===== src/rtl/vt52_pkg.sv =====
// Shared VT52 character-buffer geometry and scheduler state encodings.
package vt52_pkg;

    localparam int unsigned ROWS      = 25;
    localparam int unsigned COLS      = 80;
    localparam int unsigned BUF_SIZE  = ROWS * COLS;
    localparam int unsigned ADDR_BITS = 11;
    localparam int unsigned LEN_BITS  = 12;

    typedef enum logic {
        ST_IDLE = 1'b0,
        ST_FILL = 1'b1
    } fill_state_e;

    typedef enum logic {
        PTR_A    = 1'b0,
        PTR_FILL = 1'b1
    } rr_ptr_e;

endpackage


===== src/rtl/char_write_scheduler.sv =====
// Merges command-path character writes with block fills onto the single
// character-buffer write port; round-robin arbitration while a fill runs.
module char_write_scheduler #(
    parameter int unsigned ADDR_BITS = vt52_pkg::ADDR_BITS,
    parameter int unsigned BUF_SIZE  = vt52_pkg::BUF_SIZE
) (
    input  logic                 clk,
    input  logic                 reset,
    input  logic [ADDR_BITS-1:0] a_addr,
    input  logic [7:0]           a_data,
    input  logic                 a_valid,
    output logic                 a_ready,
    input  logic [ADDR_BITS-1:0] fill_start,
    input  logic [11:0]          fill_len,
    input  logic [7:0]           fill_char,
    input  logic                 fill_valid,
    output logic                 fill_ready,
    output logic                 fill_busy,
    output logic                 fill_done,
    output logic                 wen,
    output logic [ADDR_BITS-1:0] waddr,
    output logic [7:0]           din
);

    import vt52_pkg::fill_state_e;
    import vt52_pkg::ST_IDLE;
    import vt52_pkg::ST_FILL;
    import vt52_pkg::rr_ptr_e;
    import vt52_pkg::PTR_A;
    import vt52_pkg::PTR_FILL;

    localparam logic [11:0]          LEN_MAX    = 12'(BUF_SIZE);
    localparam logic [ADDR_BITS:0]   BUF_SIZE_X = (ADDR_BITS+1)'(BUF_SIZE);
    localparam logic [ADDR_BITS-1:0] ADDR_LAST  = ADDR_BITS'(BUF_SIZE - 1);

    fill_state_e          state_q, state_d;
    rr_ptr_e              ptr_q,   ptr_d;
    logic [11:0]          cnt_q,   cnt_d;
    logic [ADDR_BITS-1:0] faddr_q, faddr_d;
    logic [7:0]           fchar_q, fchar_d;
    logic                 wen_q,   wen_d;
    logic [ADDR_BITS-1:0] waddr_q, waddr_d;
    logic [7:0]           din_q,   din_d;
    logic                 done_q,  done_d;

    logic                 grant_a;
    logic                 grant_f;
    logic [ADDR_BITS:0]   start_ext;
    logic [ADDR_BITS-1:0] start_norm;
    logic [11:0]          eff_len;

    // Request normalisation: start folds back into the buffer once, length clamps to one screen.
    always_comb begin
        start_ext  = {1'b0, fill_start};
        start_norm = fill_start;
        if (start_ext >= BUF_SIZE_X) begin
            start_norm = ADDR_BITS'(start_ext - BUF_SIZE_X);
        end
        eff_len = (fill_len > LEN_MAX) ? LEN_MAX : fill_len;
    end

    always_comb begin
        state_d = state_q;
        ptr_d   = ptr_q;
        cnt_d   = cnt_q;
        faddr_d = faddr_q;
        fchar_d = fchar_q;
        wen_d   = 1'b0;
        waddr_d = waddr_q;
        din_d   = din_q;
        done_d  = 1'b0;
        grant_a = 1'b0;
        grant_f = 1'b0;

        case (state_q)
            ST_IDLE: begin
                grant_a = a_valid;
                if (fill_valid) begin
                    if (eff_len == '0) begin
                        done_d = 1'b1;
                    end else begin
                        state_d = ST_FILL;
                        cnt_d   = eff_len;
                        faddr_d = start_norm;
                        fchar_d = fill_char;
                    end
                end
            end
            ST_FILL: begin
                // Pointer only moves when both sides actually competed this cycle.
                if (a_valid && (ptr_q == PTR_A)) begin
                    grant_a = 1'b1;
                    ptr_d   = PTR_FILL;
                end else begin
                    grant_f = 1'b1;
                    if (a_valid) begin
                        ptr_d = PTR_A;
                    end
                end
            end
            default: state_d = ST_IDLE;
        endcase

        if (grant_a) begin
            wen_d   = 1'b1;
            waddr_d = a_addr;
            din_d   = a_data;
        end

        if (grant_f) begin
            wen_d   = 1'b1;
            waddr_d = faddr_q;
            din_d   = fchar_q;
            faddr_d = (faddr_q == ADDR_LAST) ? '0 : faddr_q + 1'b1;
            if (cnt_q != '0) begin
                cnt_d = cnt_q - 12'd1;
            end
            if (cnt_q <= 12'd1) begin
                state_d = ST_IDLE;
                done_d  = 1'b1;
            end
        end
    end

    always_ff @(posedge clk or posedge reset) begin
        if (reset) begin
            state_q <= ST_IDLE;
            ptr_q   <= PTR_A;
            cnt_q   <= '0;
            faddr_q <= '0;
            fchar_q <= '0;
            wen_q   <= 1'b0;
            waddr_q <= '0;
            din_q   <= '0;
            done_q  <= 1'b0;
        end else begin
            state_q <= state_d;
            ptr_q   <= ptr_d;
            cnt_q   <= cnt_d;
            faddr_q <= faddr_d;
            fchar_q <= fchar_d;
            wen_q   <= wen_d;
            waddr_q <= waddr_d;
            din_q   <= din_d;
            done_q  <= done_d;
        end
    end

    assign fill_ready = (state_q == ST_IDLE);
    assign a_ready    = (state_q == ST_IDLE) || (ptr_q == PTR_A);
    // Busy spans the whole fill plus the cycle carrying its final write.
    assign fill_busy  = (state_q == ST_FILL) || done_q;
    assign fill_done  = done_q;
    assign wen        = wen_q;
    assign waddr      = waddr_q;
    assign din        = din_q;

endmodule

===== config.mk =====
export PLATFORM = sky130hd
export DESIGN_NAME = char_write_scheduler
export DESIGN_NICKNAME = d
export VERILOG_FILES = /design/src/rtl/vt52_pkg.sv /design/src/rtl/char_write_scheduler.sv
export SDC_FILE = /design/constraint.sdc
export NUM_CORES = 1
export LEC_CHECK = 0
export BUFFER_PORTS_ARGS = -buffer_cell sky130_fd_sc_hd__buf_2
export CAP_MARGIN = 20
export CORE_MARGIN = 3
export CORE_UTILIZATION = 45
export DETAILED_ROUTE_END_ITERATION = 8
export MAX_ROUTING_LAYER = met4
export PLACE_DENSITY = 0.69
export SLEW_MARGIN = 5
export SYNTH_ARGS = -nofsm -noshare
export SYNTH_HDL_FRONTEND = slang
export SYNTH_SLANG_ARGS = --single-unit

===== constraint.sdc =====
create_clock -name clk -period 2.6 [get_ports clk]
set_input_delay 0.13 -clock clk [delete_from_list [all_inputs] [get_ports clk]]
set_output_delay 0.13 -clock clk [all_outputs]
set_load 0.1 [all_outputs]

==> run_results.csv <==
group,metric,value,unit
route,routed_wirelength,8.69,mm
logic_synthesis,yosysSeqAreaShare,0.440,
logic_synthesis,ys_types,53,
global_routing,grt_pass1_vias,2929,
placement,dp_slack,0.646,ns
route,viasPerCell,5.89,
clock_tree,clk_path_buf_depth,2,
pwr,p_sw_frac,0.528,
die,start_util,0.473,
die,dieArea,7850,um2
setup_path,worstPathRequired,2.77,ns
pwr,seqPwrFrac,0.360,
logic_synthesis,syn_inst,370,
placement,portBuffers,77,
logic_synthesis,yosysMostFrequentCell,"nand2_1",
timing,hold_viol_final,0,
global_routing,grt_pass1_wl,14.0,mm
timing,final_max_slew_viol_count,0,
clock_tree,cts_sinks,54,
pwr,switchingPower,2.02,mW
setup_path,path_max_fanout,6,
placement,place_area,3560,um2
pwr,leakagePower,1.73,nW
route,drt_iter0_drc,193,
timing,maxSlewHeadroom,0.597,
setup_path,cp.arrival,2.13,ns
logic_synthesis,synthTopCellsByCount,"nand2_1 (71), dfrtp_1 (54), a21oi_1 (46)",
worst_hold_path,worstHoldEndpoint,"fchar_q[1]",
setup_path,worstSetupEndpointType,"flop",
route,dr_total_vias,3104,
die,fp.dieH,88.6,um
final_layout,post-route-cell-area,3670,um2
logic_synthesis,synth_warnings,0,
timing,rsz0062_at_grt,"false",
die,io_pins,78,
timing,fin_crit,1.96,ns
clock_tree,cts_max_level,2,
setup_path,r2r_cells,4,
final_layout,finalNonFillerCells,527,
logic_synthesis,synth_edf_count,0,
global_routing,antenna_found_initial,0,
die,core-area,6490,um2
final_layout,diodes,0,
setup_path,reg2reg_from,"cnt_q[2]",
setup_path,path_class,"reg2reg",
route,routedWlPerCell,16.5,um
setup_path,critPathLaunchType,"flop",
timing,setup_tns,0,ns
clock_tree,clock_latency,0.31,ns
logic_synthesis,synth_top_area_share,0.440,
logic_synthesis,syn_area,3070,um2
logic_synthesis,synth_seq_cells,54,
clock_tree,cts-root-buf,"clkbuf_8",
pwr,power,3.82,mW
timing,setup_ws,0.641,ns
final_layout,area_delta_synth_final,19.4,%
flow_run,cap_viol_max_count,0,
timing,fin_crit_sh,0.753,
global_routing,gr-total-overflow,0,
worst_hold_path,min_path_type,"in2reg",
status,run_status,"finished clean",
logic_synthesis,syn-num-nets,430,
die,die_w,88.6,um
timing,finalClockSkew,0.00899,ns
route,drtPass1Iterations,4,
die,rows,29,
placement,hpwl,6.56,mm
clock_tree,cts_tree,"done",
final_layout,nNetsFinal,509,
logic_synthesis,synth-main-ff-cell,"dfrtp_1",
pwr,p_int,1.80,mW
global_routing,grt_max_degree,41,
worst_hold_path,min-delay-start,"fill_char[1]",
timing,max_freq,510,MHz
worst_hold_path,whs_path_depth,3,
clock_tree,path_clk_slew,0.09,ns
route,ant_nets,0,
setup_path,r2r_setup_slack,0.64,ns
logic_synthesis,synthTopCellsByArea,"dfrtp_1 (44%), nand2_1 (8.7%), a21oi_1 (7.5%)",
route,drc,0,
pwr,pwr-share-clk,0.129,
logic_synthesis,synth_largest_area_cell,"dfrtp_1",
pwr,combPwrFrac,0.511,
timing,tightest_slew,0.602,ns
timing,hold_slack,0.0136,ns
final_layout,final_core_util,0.565,
timing,report.final.setup_viol,0,
placement,dp.cells,518,
global_routing,grt_usage,0.236,
logic_synthesis,synthArstFlopShare,1.00,
final_layout,drive_gt1_frac,0.233,
placement,place_congestion,0.880,
pwr,power.density,1040,nW/um2
clock_tree,cts_made_buffers,5,
setup_path,rr_endpoint,"cnt_q[9]",
clock_tree,postCtsSetupBuffers,0,
pwr,peakVddDrop,0.000364,V
logic_synthesis,synth.avg_cell_area,8.30,um2
## what timing repair did
| action | CTS | global route |
|---|---|---|
| setup endpoints to repair | 0 | 0 |
| hold buffers | 1 | 0 |
| endpoints found under the hold margin | 14 | 0 |
| resized for setup | 0 | 0 |
## area by class of cell
| class | instances | area, um2 |
|---|---|---|
| clock inverter | 2 | 12.5 |
| inverter | 16 | 60.1 |
| multi-input combinational | 284 | 1590 |
| sequential | 54 | 1350 |
| tap | 77 | 96.3 |
| fill | 622 | 2830 |
| clock buffer | 6 | 82.6 |
| timing repair buffer | 88 | 470 |
## state kept, by name (all words and copies together), names as in the netlist
name / flops
cnt_q: 12
ptr_q: 1
state_q: 1
din: 8
fill_done: 1
wen: 1
fchar_q: 8
waddr: 11
faddr_q: 11
## power by group through the flow
stage	Clock, mW	Sequential, mW	Combinational, mW
2_1_floorplan	0	2.13	0.746
3_3_place_gp	0	1.38	1.93
3_5_place_dp	0	1.39	1.95
4_1_cts	0.504	1.37	1.96
5_1_grt	0.539	1.42	2.10
6_report	0.491	1.37	1.95
## logic make-up (layout without fill, tap and decap cells)
| logic type | count (synthesis) | in the layout | share of synthesized area |
|---|---|---|---|
| AO/OA/AOI/OAI | 122 | 122 | 0.246 |
| XOR/XNOR | 1 | 1 | 0.00285 |
| adder cells (fa/ha/maj) | 6 | 6 | 0.0244 |
| buffers and inverters | 32 | 112 | 0.0411 |
| flip-flops | 54 | 54 | 0.440 |
| multiplexers | 6 | 6 | 0.0196 |
| AND/OR/NAND/NOR | 149 | 149 | 0.226 |
## critical path: stages (launching register included)
cell	delay, ns
dfrtp_1	0.44
or4_4	0.59
or4b_4	0.53
o211ai_2	0.15
o311ai_1	0.12
## worst max path at each step
stage                  from     endpoint  slack, ns  depth (start not counted)
2_1_floorplan       state_q  faddr_q[10]       0.31                          6
3_3_place_gp       cnt_q[0]     cnt_q[3]       0.67                          6
3_5_place_dp   fill_len[11]     cnt_q[5]       0.65                          6
4_1_cts             state_q     cnt_q[9]       0.64                          5
5_1_grt            cnt_q[0]     cnt_q[3]       0.41                          6
6_report           cnt_q[2]     cnt_q[9]       0.64                          4
## routing by layer
| metal | vias to the layer above | routed length, um | GRT usage | share of wire |
|---|---|---|---|---|
| met2 | 111 | 4180 | 0.375 | 0.48 |
| met1 | 1476 | 3860 | 0.317 | 0.44 |
| li1 | 1507 | - | - | - |
| met5 | - | 0 | - | 0 |
| met4 | 0 | 108 | 0.0618 | 0.012 |
| met3 | 10 | 538 | 0.0345 | 0.062 |
## placed cells by master, fill, tap and decap left out, types with 10 or more instances in the layout
cell type  instances
o21ai_0           32
nor3_1            13
nor2_1            21
nand3_1           13
dfrtp_1           54
buf_2             77
inv_1             15
buf_4             10
nand2_1           71
a21oi_1           46
Power figures use the tool's default switching activity.
